<file path="config.mk">
export PLATFORM = sky130hd
export DESIGN_NAME = muldiv_seq_flat
export DESIGN_NICKNAME = d
export VERILOG_FILES = /design/src/rtl/muldiv_seq_pkg.sv /design/src/rtl/muldiv_seq_if.sv /design/src/rtl/muldiv_sign_fix.sv /design/src/rtl/muldiv_seq.sv /design/src/flat_wrapper.sv
export SDC_FILE = /design/constraint.sdc
export NUM_CORES = 1
export LEC_CHECK = 0
export BUFFER_PORTS_ARGS = -buffer_cell sky130_fd_sc_hd__buf_2
export CORE_ASPECT_RATIO = 0.5
export CORE_MARGIN = 2
export CORE_UTILIZATION = 45
export CTS_CLUSTER_DIAMETER = 30
export DETAILED_ROUTE_END_ITERATION = 8
export GPL_TIMING_DRIVEN = 0
export PLACE_DENSITY = 0.65
export SLEW_MARGIN = 25
export SYNTH_ARGS = -nofsm -noshare
export SYNTH_HDL_FRONTEND = slang
export SYNTH_SLANG_ARGS = --single-unit
export TNS_END_PERCENT = 5
</file>
<file path="constraint.sdc">
create_clock -name clk -period 3.25 [get_ports clk]
set_input_delay 0.65 -clock clk [delete_from_list [all_inputs] [get_ports clk]]
set_output_delay 0.65 -clock clk [all_outputs]
set_load 0.005 [all_outputs]
</file>
<file path="src/rtl/muldiv_seq_pkg.sv">
// -----------------------------------------------------------------------------
// muldiv_seq_pkg
//   Shared definitions for the RV32M multiply/divide sequencer:
//   - md_op_e    : funct3 encodings of MUL..REMU
//   - md_state_e : sequencer state encodings
//   - default widths (data width, iteration counter width, iteration count)
//   - decode helpers for operation class and operand signedness
// -----------------------------------------------------------------------------
package muldiv_seq_pkg;

  localparam int MD_XLEN     = 32;
  localparam int MD_CNT_W    = 6;        // 2**MD_CNT_W must exceed MD_XLEN
  localparam int MD_ITER_CNT = MD_XLEN;  // iterations of a full-length operation

  typedef enum logic [2:0] {
    MD_OP_MUL    = 3'd0,
    MD_OP_MULH   = 3'd1,
    MD_OP_MULHSU = 3'd2,
    MD_OP_MULHU  = 3'd3,
    MD_OP_DIV    = 3'd4,
    MD_OP_DIVU   = 3'd5,
    MD_OP_REM    = 3'd6,
    MD_OP_REMU   = 3'd7
  } md_op_e;

  typedef enum logic [1:0] {
    MD_STATE_IDLE = 2'd0,
    MD_STATE_CALC = 2'd1,
    MD_STATE_DONE = 2'd2
  } md_state_e;

  // funct3[2] separates the multiply group from the divide group.
  function automatic logic md_is_mul(md_op_e op);
    return !op[2];
  endfunction

  function automatic logic md_rs1_signed(md_op_e op);
    return op inside {MD_OP_MULH, MD_OP_MULHSU, MD_OP_DIV, MD_OP_REM};
  endfunction

  function automatic logic md_rs2_signed(md_op_e op);
    return op inside {MD_OP_MULH, MD_OP_DIV, MD_OP_REM};
  endfunction

endpackage

</file>
<file path="src/rtl/muldiv_seq_if.sv">
// -----------------------------------------------------------------------------
// muldiv_seq_if
//   Request/response bundle between EX and the multiply/divide sequencer.
//   req_valid/req_ready/req_op/req_rs1/req_rs2 : operation request
//   flush                                       : synchronous abort
//   resp_valid/resp_ready/resp_data             : result handshake
//   busy                                        : EX stall indication
//   modport master : the EX stage (requester / consumer)
//   modport slave  : the sequencer
// -----------------------------------------------------------------------------
interface muldiv_seq_if #(
  parameter int XLEN = muldiv_seq_pkg::MD_XLEN
);
  logic            req_valid;
  logic            req_ready;
  logic [2:0]      req_op;
  logic [XLEN-1:0] req_rs1;
  logic [XLEN-1:0] req_rs2;
  logic            flush;
  logic            resp_valid;
  logic            resp_ready;
  logic [XLEN-1:0] resp_data;
  logic            busy;

  modport master (
    output req_valid, req_op, req_rs1, req_rs2, flush, resp_ready,
    input  req_ready, resp_valid, resp_data, busy
  );

  modport slave (
    input  req_valid, req_op, req_rs1, req_rs2, flush, resp_ready,
    output req_ready, resp_valid, resp_data, busy
  );
endinterface

</file>
<file path="src/rtl/muldiv_sign_fix.sv">
// -----------------------------------------------------------------------------
// muldiv_sign_fix (combinational)
//   Turns the unsigned magnitude result held in the accumulator into the
//   architectural result of the latched operation.
//   op     : latched funct3 operation
//   a_neg  : operand A (rs1) was negative and treated as signed
//   b_neg  : operand B (rs2) was negative and treated as signed
//   acc    : multiply -> 2*XLEN product magnitude
//            divide   -> {remainder, quotient} magnitudes
//   result : resp_data candidate
// -----------------------------------------------------------------------------
module muldiv_sign_fix
  import muldiv_seq_pkg::*;
#(
  parameter int XLEN = MD_XLEN
) (
  input  md_op_e            op,
  input  logic              a_neg,
  input  logic              b_neg,
  input  logic [2*XLEN-1:0] acc,
  output logic [XLEN-1:0]   result
);

  logic [2*XLEN-1:0] prod;
  logic [XLEN-1:0]   quo;
  logic [XLEN-1:0]   rem;

  // Product and quotient are negative when exactly one operand was; the
  // remainder always follows the dividend.
  assign prod = (a_neg ^ b_neg) ? -acc : acc;
  assign quo  = (a_neg ^ b_neg) ? -acc[XLEN-1:0] : acc[XLEN-1:0];
  assign rem  = a_neg ? -acc[2*XLEN-1:XLEN] : acc[2*XLEN-1:XLEN];

  always_comb begin
    case (op)
      MD_OP_MUL:                           result = prod[XLEN-1:0];
      MD_OP_MULH, MD_OP_MULHSU, MD_OP_MULHU: result = prod[2*XLEN-1:XLEN];
      MD_OP_DIV, MD_OP_DIVU:               result = quo;
      default:                             result = rem;
    endcase
  end

endmodule

</file>
<file path="src/rtl/muldiv_seq.sv">
// -----------------------------------------------------------------------------
// muldiv_seq
//   Multi-cycle RV32M MUL/MULH/MULHSU/MULHU/DIV/DIVU/REM/REMU sequencer that
//   sits beside the single-cycle ALU in EX. One operation is accepted through
//   valid/ready, iterated with a shift-add multiplier or restoring divider for
//   XLEN cycles, sign-corrected, and held until the consumer takes it.
//   Divide-by-zero and signed overflow are resolved at accept and complete in
//   one cycle. flush aborts everything and has priority over accept/handshake.
//
//   Ports: clk, rst_n (async active-low), bus (muldiv_seq_if.slave).
//
//   Build option: define MULDIV_EARLY_OUT_EN to let multiplies leave CALC as
//   soon as the remaining multiplier bits are zero (results unchanged).
// -----------------------------------------------------------------------------
module muldiv_seq
  import muldiv_seq_pkg::*;
#(
  parameter int XLEN  = MD_ITER_CNT,
  parameter int CNT_W = MD_CNT_W    // 2**CNT_W must exceed XLEN
) (
  input  logic         clk,
  input  logic         rst_n,
  muldiv_seq_if.slave  bus
);

  localparam logic [XLEN-1:0]  OVF_DIVIDEND = {1'b1, {(XLEN-1){1'b0}}};
  localparam logic [XLEN-1:0]  ALL_ONES     = '1;
  localparam logic [CNT_W-1:0] ITER_LAST    = CNT_W'(XLEN);

  md_state_e         state_q, state_d;
  md_op_e            op_q;
  logic              a_neg_q, b_neg_q;
  logic [XLEN-1:0]   a_q;     // multiplicand, or dividend shifted out MSB-first
  logic [XLEN-1:0]   b_q;     // multiplier shifted out LSB-first, or divisor
  logic [2*XLEN-1:0] acc_q;
  logic [CNT_W-1:0]  cnt_q;
  logic [XLEN-1:0]   resp_data_q;

  // ---------------------------------------------------------------------------
  // Request decode
  // ---------------------------------------------------------------------------
  md_op_e          req_op;
  logic            accept;
  logic            req_a_neg, req_b_neg;
  logic            div_zero, div_ovf, special;
  logic [XLEN-1:0] special_data;

  assign req_op    = md_op_e'(bus.req_op);
  assign accept    = bus.req_valid && (state_q == MD_STATE_IDLE) && !bus.flush;
  assign req_a_neg = md_rs1_signed(req_op) && bus.req_rs1[XLEN-1];
  assign req_b_neg = md_rs2_signed(req_op) && bus.req_rs2[XLEN-1];
  assign div_zero  = !md_is_mul(req_op) && (bus.req_rs2 == '0);
  assign div_ovf   = (req_op inside {MD_OP_DIV, MD_OP_REM})
                  && (bus.req_rs1 == OVF_DIVIDEND) && (bus.req_rs2 == ALL_ONES);
  assign special   = div_zero || div_ovf;

  always_comb begin
    // NOTE: every always_comb output gets a default first so no path can
    // leave it unassigned and infer a latch.
    special_data = '0;
    if (div_zero)
      special_data = (req_op inside {MD_OP_DIV, MD_OP_DIVU}) ? ALL_ONES : bus.req_rs1;
    else if (div_ovf)
      special_data = (req_op == MD_OP_DIV) ? OVF_DIVIDEND : '0;
  end

  // ---------------------------------------------------------------------------
  // Iteration datapath
  // ---------------------------------------------------------------------------
  logic              iter_done;
  logic              early_out;
  logic [XLEN:0]     mul_sum;
  logic [2*XLEN-1:0] mul_next;
  logic [XLEN:0]     rem_sh;
  logic [XLEN:0]     div_diff;
  logic              div_ge;
  logic [2*XLEN-1:0] div_next;
  logic [XLEN-1:0]   fix_result;

  assign iter_done = (cnt_q == ITER_LAST);

`ifdef MULDIV_EARLY_OUT_EN
  // Once the multiplier is exhausted the remaining iterations are pure shifts.
  assign early_out = md_is_mul(op_q) && (b_q == '0) && !iter_done;
`else
  assign early_out = 1'b0;
`endif

  // Shift-add: the carry out of the upper-half add becomes the new MSB.
  assign mul_sum  = {1'b0, acc_q[2*XLEN-1:XLEN]} + (b_q[0] ? {1'b0, a_q} : '0);
  assign mul_next = {mul_sum, acc_q[XLEN-1:1]};

  // Restoring divide on {remainder, quotient}. The shifted remainder needs
  // XLEN+1 bits; when its top bit is set it already exceeds the divisor.
  assign rem_sh   = {acc_q[2*XLEN-1:XLEN], a_q[XLEN-1]};
  assign div_diff = rem_sh - {1'b0, b_q};
  assign div_ge   = rem_sh[XLEN] || !div_diff[XLEN];
  assign div_next = {(div_ge ? div_diff[XLEN-1:0] : rem_sh[XLEN-1:0]),
                     acc_q[XLEN-2:0], div_ge};

  muldiv_sign_fix #(.XLEN(XLEN)) u_sign_fix (
    .op     (op_q),
    .a_neg  (a_neg_q),
    .b_neg  (b_neg_q),
    .acc    (acc_q),
    .result (fix_result)
  );

  // ---------------------------------------------------------------------------
  // FSM
  // ---------------------------------------------------------------------------
  always_ff @(posedge clk or negedge rst_n) begin
    // NOTE: sequential state uses non-blocking assignments so every register
    // samples the pre-edge values regardless of statement order.
    if (!rst_n) state_q <= MD_STATE_IDLE;
    else        state_q <= state_d;
  end

  always_comb begin
    state_d = state_q;
    case (state_q)
      MD_STATE_IDLE: if (accept)    state_d = special ? MD_STATE_DONE : MD_STATE_CALC;
      MD_STATE_CALC: if (iter_done) state_d = MD_STATE_DONE;
      MD_STATE_DONE: if (bus.resp_ready) state_d = MD_STATE_IDLE;
      default:                      state_d = MD_STATE_IDLE;
    endcase
    if (bus.flush) state_d = MD_STATE_IDLE;
  end

  always_ff @(posedge clk or negedge rst_n) begin
    // NOTE: the datapath registers are reset too, so a reset mid-operation
    // leaves no stale partial result visible.
    if (!rst_n) begin
      op_q        <= MD_OP_MUL;
      a_neg_q     <= 1'b0;
      b_neg_q     <= 1'b0;
      a_q         <= '0;
      b_q         <= '0;
      acc_q       <= '0;
      cnt_q       <= '0;
      resp_data_q <= '0;
    end else if (!bus.flush) begin
      if (accept) begin
        op_q    <= req_op;
        a_neg_q <= req_a_neg;
        b_neg_q <= req_b_neg;
        a_q     <= req_a_neg ? -bus.req_rs1 : bus.req_rs1;
        b_q     <= req_b_neg ? -bus.req_rs2 : bus.req_rs2;
        acc_q   <= '0;
        cnt_q   <= '0;
        if (special) resp_data_q <= special_data;
      end else if (state_q == MD_STATE_CALC) begin
        if (iter_done) begin
          resp_data_q <= fix_result;
        end else if (early_out) begin
          acc_q <= acc_q >> (ITER_LAST - cnt_q);
          cnt_q <= ITER_LAST;
        end else if (md_is_mul(op_q)) begin
          acc_q <= mul_next;
          b_q   <= b_q >> 1;
          cnt_q <= cnt_q + CNT_W'(1);
        end else begin
          acc_q <= div_next;
          a_q   <= a_q << 1;
          cnt_q <= cnt_q + CNT_W'(1);
        end
      end
    end
  end

  // Outputs decode straight from the registered state.
  assign bus.req_ready  = (state_q == MD_STATE_IDLE);
  assign bus.busy       = (state_q != MD_STATE_IDLE);
  assign bus.resp_valid = (state_q == MD_STATE_DONE);
  assign bus.resp_data  = resp_data_q;

endmodule

</file>
<file path="src/flat_wrapper.sv">
// flat-port wrapper written by rule: the top's interface ports become plain ports
module muldiv_seq_flat import muldiv_seq_pkg::*;
#(
  parameter int XLEN  = MD_ITER_CNT,
  parameter int CNT_W = MD_CNT_W                                
)
  (clk, rst_n, bus_req_valid, bus_req_op, bus_req_rs1, bus_req_rs2, bus_flush, bus_resp_ready, bus_req_ready, bus_resp_valid, bus_resp_data, bus_busy);
  muldiv_seq_if #(.XLEN(XLEN)) bus_i ();
  input  logic clk;
  input  logic rst_n;
  input wire logic [$bits(bus_i.req_valid)-1:0] bus_req_valid;
  input wire logic [$bits(bus_i.req_op)-1:0] bus_req_op;
  input wire logic [$bits(bus_i.req_rs1)-1:0] bus_req_rs1;
  input wire logic [$bits(bus_i.req_rs2)-1:0] bus_req_rs2;
  input wire logic [$bits(bus_i.flush)-1:0] bus_flush;
  input wire logic [$bits(bus_i.resp_ready)-1:0] bus_resp_ready;
  output wire logic [$bits(bus_i.req_ready)-1:0] bus_req_ready;
  output wire logic [$bits(bus_i.resp_valid)-1:0] bus_resp_valid;
  output wire logic [$bits(bus_i.resp_data)-1:0] bus_resp_data;
  output wire logic [$bits(bus_i.busy)-1:0] bus_busy;
  assign bus_i.req_valid = bus_req_valid;
  assign bus_i.req_op = bus_req_op;
  assign bus_i.req_rs1 = bus_req_rs1;
  assign bus_i.req_rs2 = bus_req_rs2;
  assign bus_i.flush = bus_flush;
  assign bus_i.resp_ready = bus_resp_ready;
  assign bus_req_ready = bus_i.req_ready;
  assign bus_resp_valid = bus_i.resp_valid;
  assign bus_resp_data = bus_i.resp_data;
  assign bus_busy = bus_i.busy;
  muldiv_seq #(.XLEN(XLEN), .CNT_W(CNT_W)) u_core (.clk(clk), .rst_n(rst_n), .bus(bus_i));
endmodule
</file>
==> results of run 1 <==
cell type report:
class	count	area share
Clock buffer	23	0.0276
Timing Repair Buffer	131	0.0428
Inverter	71	0.0148
Sequential cell	173	0.241
Tap cell	475	0.0330
Multi-Input combinational cell	1676	0.602
Buffer	133	0.0326
Clock inverter	9	0.00604
cell usage after synthesis, types with 12 or more instances:
master	count	area, µm²
a211oi_1	17	128
a21o_1	29	218
a21oi_1	197	986
a22o_1	14	123
a31oi_1	16	100
and2_1	40	250
buf_1	20	75.1
clkbuf_1	107	402
dfrtp_1	173	4330
ha_1	72	901
inv_1	71	267
mux2i_1	36	360
nand2_1	246	923
nand2b_1	22	138
nand3_1	35	175
nand4_1	25	156
nor2_1	152	571
nor3_1	47	235
o211ai_1	30	225
o21a_1	12	90.1
o21ai_0	229	1150
o22ai_1	18	113
o31ai_1	63	473
or3_1	28	175
or4_1	14	105
xnor2_1	81	709
xor2_1	92	806
through the flow:
stage	total power (µW)	hold slack (ns)	instances	setup WS, ns	utilization
after floorplan	10100	0.354	2056	0.0490	-
after global placement	13100	0.465	2637	-1.48	0.487
after detailed placement	13100	0.465	2641	-1.29	0.489
after CTS	15900	0.0745	2681	-0.330	0.519
after global routing	17400	0.0813	2691	-0.353	0.525
final	16500	0.0621	2691	-0.372	0.525
cells by family after synthesis:
kind of cell               Yosys count  share of synthesized area
AOI/OAI and AO/OA                  720                      0.285
xor gates and xnor gates           173                     0.0973
adders and majority gates           74                     0.0604
buffers and inverters              207                     0.0510
DFF                                173                      0.278
muxes                               40                     0.0260
and+or+nand+nor                    669                      0.203
path summary, 6_finish.rpt:
check,start,end,cells past startpoint
worst max-delay path,u_core.acc_q[16],u_core.bus.resp_data[11],10
worst min-delay path,rst_n,u_core.acc_q[37],1
worst max register to register,u_core.acc_q[16],u_core.bus.resp_data[11],10
worst min register to register,u_core.bus.resp_data[16],u_core.bus.resp_data[16],2
max in group asynchronous,rst_n,u_core.acc_q[23],3
min in group clk,bus_resp_ready,u_core.state_q[1],2
per-layer routing:
layer | GRT usage | vias to the layer above | part of all wire
met5 | 0 | - | 0.0018
met4 | 0.107 | 2 | 0.028
met1 | 0.484 | 7867 | 0.43
li1 | - | 7739 | -
met2 | 0.513 | 840 | 0.42
met3 | 0.113 | 119 | 0.12
where the power goes:
part / internal, µW / leakage [µW] / switching, µW
Clock: 1230 / 0.000287 / 968
Combinational: 3990 / 0.00508 / 6650
Sequential: 2740 / 0.00227 / 886
Total: 7960 / 0.00763 / 8500
layout by cell type, fill, tap and decap left out, types with 11 or more instances in the layout:
cell / netlist / final
o22ai_1: 18 / 17
nand2b_1: 22 / 22
xor2_1: 92 / 92
buf_2: 8 / 116
mux2i_1: 36 / 36
or3_1: 28 / 25
nor3_1: 47 / 41
dfrtp_1: 173 / 163
a21oi_1: 197 / 187
clkbuf_1: 107 / 86
inv_1: 71 / 70
nor2_1: 152 / 147
ha_1: 72 / 68
o21ai_0: 229 / 213
a22o_1: 14 / 14
a31oi_1: 16 / 13
o21ai_1: 4 / 14
nand4_1: 25 / 25
a211oi_1: 17 / 15
clkbuf_16: 0 / 17
a21o_1: 29 / 29
nand3_1: 35 / 33
buf_1: 20 / 18
o21a_1: 12 / 12
xnor2_1: 81 / 80
a22oi_1: 11 / 11
o31ai_1: 63 / 61
and2_1: 40 / 40
nand2_1: 246 / 243
buf_4: 0 / 26
o211ai_1: 30 / 30
or4_1: 14 / 13
worst max-delay path: stages, from the launching register on:
cell and delay (ns):
dfrtp_1 0.49, or4_4 0.48, or4b_4 0.54, or3_4 0.35
or2_1 0.23, buf_6 0.14, o21ai_2 0.14, xnor2_1 0.07
a222oi_1 0.75, a2bb2oi_1 0.22, nand2_1 0.09
state kept, by name, indices dropped and copies added, names as in the netlist:
register              count
u_core.state_q            2
u_core.b_neg_q            1
u_core.a_q               32
u_core.cnt_q              6
u_core.bus.resp_data     32
u_core.a_neg_q            1
u_core.acc_q             64
u_core.op_q               3
u_core.b_q               32
timing repair:
action | 4_1_cts | 5_1_grt
resized for setup | 100 | 56
pin swaps | 23 | 10
hold buffers | 0 | 0
setup endpoints to repair | 84 | 64
setup buffers | 10 | 9
cloned | 1 | 0
==> results.ini, run 1 <==
[grt]
grt-ovfl-total = 0
grt_util_all_layers = 0.349
grt_max_degree = 79
grt_pass1_wl_mm = 93.9
grt_pass1_vias = 15300
antenna_found_initial = 2

[routing]
drt_wl_total_mm = 63.6
wl_per_cell_um = 23.6
viasPerCell = 6.16
drt_first_pass_iters = 7
drt-initial-drc-count = 2078
ant_nets = 0
route.detailed.drc = 0
vias = 16600

[pwr]
vdd_ir_drop_max_v = 0.000446
leakagePower_uw = 0.00763
p_per_area_nw_per_um2 = 914

[die]
ioPinCount = 107
die_w_um = 267
coreArea_um2 = 34300
rows = 48
dieArea_um2 = 36200
initial_utilization = 0.454
die_h_um = 136

[sta]
setup_tns_ns = -2.45
hold_viol_final = 0
min_period_over_period = 1.11
worst_pin_slew_ns = 1.06
fin_crit_ns = 3.62
relSlewSlack = 0.293
setup_viol = 24
fmaxAchievable_ghz = 0.276
rsz0062_at_grt = yes
worst_slack_ns = -0.372
finClkSkew_ns = 0.0130
slew_viol_final = 0

[outcome]
outcome = finished, violations left
violations = negative setup slack

[layout]
area.sequential_um2 = 4340
nFillCells = 3376
final_layout_size_suffix_gt1_frac = 0.130
nets = 2349
antenna_cells = 0
finish.instance_area_um2 = 18000
multi_input_area_um2 = 10800
area_delta_synth_final_pct = 15.7

[synth]
ys.flop_type = dfrtp_1
ys_seq_elements = 173
syn-num-nets = 2202
synth_cell_type_count = 76
synth-seq-area-share = 0.278
ys_warn_count = 0
async_flop_share = 1.00
synth_edf_count = 0
syn_area_um2 = 15600
syn_area_per_cell_um2 = 7.58
synth_cells = 2056

[clock_tree]
cts_tree = yes
clk_path_buf_depth = 2
insertion_delay_ns = 0.47
path_clk_slew_ns = 0.07
cts_buffers = 17
htreeDepth = 4
clock-sinks = 173
root_buffer = clkbuf_16

[worst_hold_path]
hold_path.class = in2async

[placement]
dpl-instance-area_um2 = 16800
io_buffers = 106
hpwlAfterDp_mm = 49.6
gp_congestion = 1.02

[worst_setup_path]
start_kind = flop
r2r_slack_ns = -0.37
cp-end-kind = flop
cp_max_fo = 8
critPathArrivalTime_ns = 3.95
crit_required_ns = 3.58
path_class = reg2reg

[run]
max_cap_viol_count = 0

(Power assumes the default switching activity.)
==> run 2, diff against run 1 <==
Settings changed: CTS_BUF_LIST from default to sky130_fd_sc_hd__clkbuf_4, SETUP_SLACK_MARGIN from default to 0.4.
==> run 2 against run 1 <==
Against the previous run: the run still ends with negative setup slack left; worst setup slack better by 0.025 ns; routed wire length up 0.63%; sequential power fell by 1%.
==> results.ini, run 2 (synthesis results as in run 1) <==
[worst_setup_path]
cp-end-kind = flop
crit_required_ns = 3.80
r2r_slack_ns = -0.35
critPathArrivalTime_ns = 4.15
path_class = reg2reg
r2r_end = u_core.bus.resp_data[11]
start_kind = flop
ff2ff_path_depth = 11
r2r_start = u_core.acc_q[16]
cp_max_fo = 8

[grt]
grt-ovfl-total = 0
grt_max_degree = 80
grt_pass1_wl_mm = 95.1
grt_pass1_vias = 15300
grt-busiest-layer = met2
antenna_found_initial = 2
grt_util_all_layers = 0.355
grtUsageMet1 = 0.504
grt_util_met3 = 0.102
grt_use_met2 = 0.524

[sta]
rsz0062_at_grt = yes
finClkSkew_ns = 0.0306
worst_pin_slew_ns = 1.04
hold_ws_ns = 0.148
fin_crit_ns = 3.60
fmaxAchievable_ghz = 0.278
worst_slack_ns = -0.348
relSlewSlack = 0.308
setup_viol = 29
min_period_over_period = 1.11
hold_viol_final = 0
slew_viol_final = 0

[layout]
top_register = u_core.acc_q
finish.instance_area_um2 = 17900
final_common_cell = nand2_1
nets = 2362
nFillCells = 3442
final_cells = 2704
most-common-layout-cells = 242 x nand2_1, 207 x o21ai_0, 190 x a21oi_1
final_layout_size_suffix_gt1_frac = 0.140
area_delta_synth_final_pct = 15.1
largest_register_ffs = 64

[clock_tree]
clock-sinks = 173
root_buffer = clkbuf_4
cts_buffers = 17
cts_tree = yes
clk_path_buf_depth = 2
path_clk_slew_ns = 0.13
htreeDepth = 4
insertion_delay_ns = 0.67

[placement]
io_buffers = 106
hpwlAfterDp_mm = 50.3
dpl-instance-area_um2 = 16900
gp_congestion = 0.999
placed_cells = 2641

[worst_hold_path]
hold_path.class = in2reg
worst_hold_path.num_cells = 2
min_to = u_core.state_q[1]
hp-start = bus_resp_ready

[routing]
drt_wl_total_mm = 64.0
drt_first_pass_iters = 5
viasPerCell = 6.13
route.detailed.drc = 0
drt-initial-drc-count = 2020
vias = 16600
wl_per_cell_um = 23.7
ant_nets = 0

[pwr]
leakagePower_uw = 0.00764
p_per_area_nw_per_um2 = 895
vdd_ir_drop_max_v = 0.000544

[die]
ioPinCount = 107
dieArea_um2 = 36200
initial_utilization = 0.454
die_w_um = 267
rows = 48
die_h_um = 136
coreArea_um2 = 34300

[outcome]
violations = negative setup slack
outcome = finished, violations left

[run]
max_cap_viol_count = 0

==> run 2: cell count changes in the layout (fill, tap and decap cells not counted), sizes merged <==
cell,before,now
bufbuf,0,1
dlygate4sd3,0,1
clkbuf,122,130
buf,165,167
clkinvlp,4,3
diode,0,1
inv,71,70
bufinv,2,0
clkinv,3,7
==> run 2: worst max-delay path by stage <==
stage,cells past startpoint,startpoint,end
after floorplan,10,u_core.acc_q[19],u_core.bus.resp_data[7]
after global placement,1,rst_n,u_core.acc_q[27]
after detailed placement,14,u_core.b_q[0],u_core.acc_q[60]
after CTS,10,u_core.acc_q[17],u_core.bus.resp_data[11]
after global routing,11,u_core.acc_q[16],u_core.bus.resp_data[11]
final,11,u_core.acc_q[16],u_core.bus.resp_data[11]
==> run 2: routing by layer <==
metal  part of all wire  up-vias
met1               0.43     7953
met5                  0        -
met4              0.026        0
met3               0.12      103
met2               0.42      775
li1                   -     7751
==> run 2: area by class of cell <==
class	count	area (µm²)	area share
tap	475	594	0.0332
clock inverter	9	48.8	0.00272
clock buffer	22	165	0.00921
sequential	173	4340	0.242
antenna	1	2.50	0.000140
timing repair buffer	141	882	0.0492
inverter	71	270	0.0151
multi-input combinational	1676	11000	0.611
buffer	136	663	0.0370
==> run 2: what timing repair did <==
item | CTS | global route
hold buffers | 1 | 0
setup buffers | 25 | 3
setup endpoints to repair | 126 | 118
cloned | 2 | 0
gates resized for setup | 138 | 25
hold endpoints to repair | 37 | 0
pin swaps | 37 | 7
==> run 2: worst max-delay path, cell delays in order, from the launching register on <==
cell and delay [ns]:
dfrtp_1 0.41, buf_8 0.14, or4_4 0.45, or4b_4 0.55, or3_4 0.35, or2_1 0.23
buf_6 0.15, o21ai_2 0.14, xnor2_1 0.08, a222oi_1 0.72, a2bb2oi_1 0.21, nand2_1 0.07
==> run 2: power by group <==
part	switching, µW	internal (µW)	leakage, µW
combinational	6900	4400	0.00525
sequential	847	2730	0.00227
clock	831	330	0.000127
==> run 2: metrics by stage <==
step / power, µW / util / TNS (ns) / setup slack (ns)
final: 16000 / 0.523 / -2.23 / -0.348
after global routing: 17000 / 0.523 / -6.97 / -0.359
after CTS: 15600 / 0.520 / -2.09 / -0.321
after detailed placement: 13200 / 0.492 / -40.36 / -1.07
after global placement: 13200 / 0.490 / -292.50 / -1.48
after floorplan: 10100 / - / 0 / 0.219
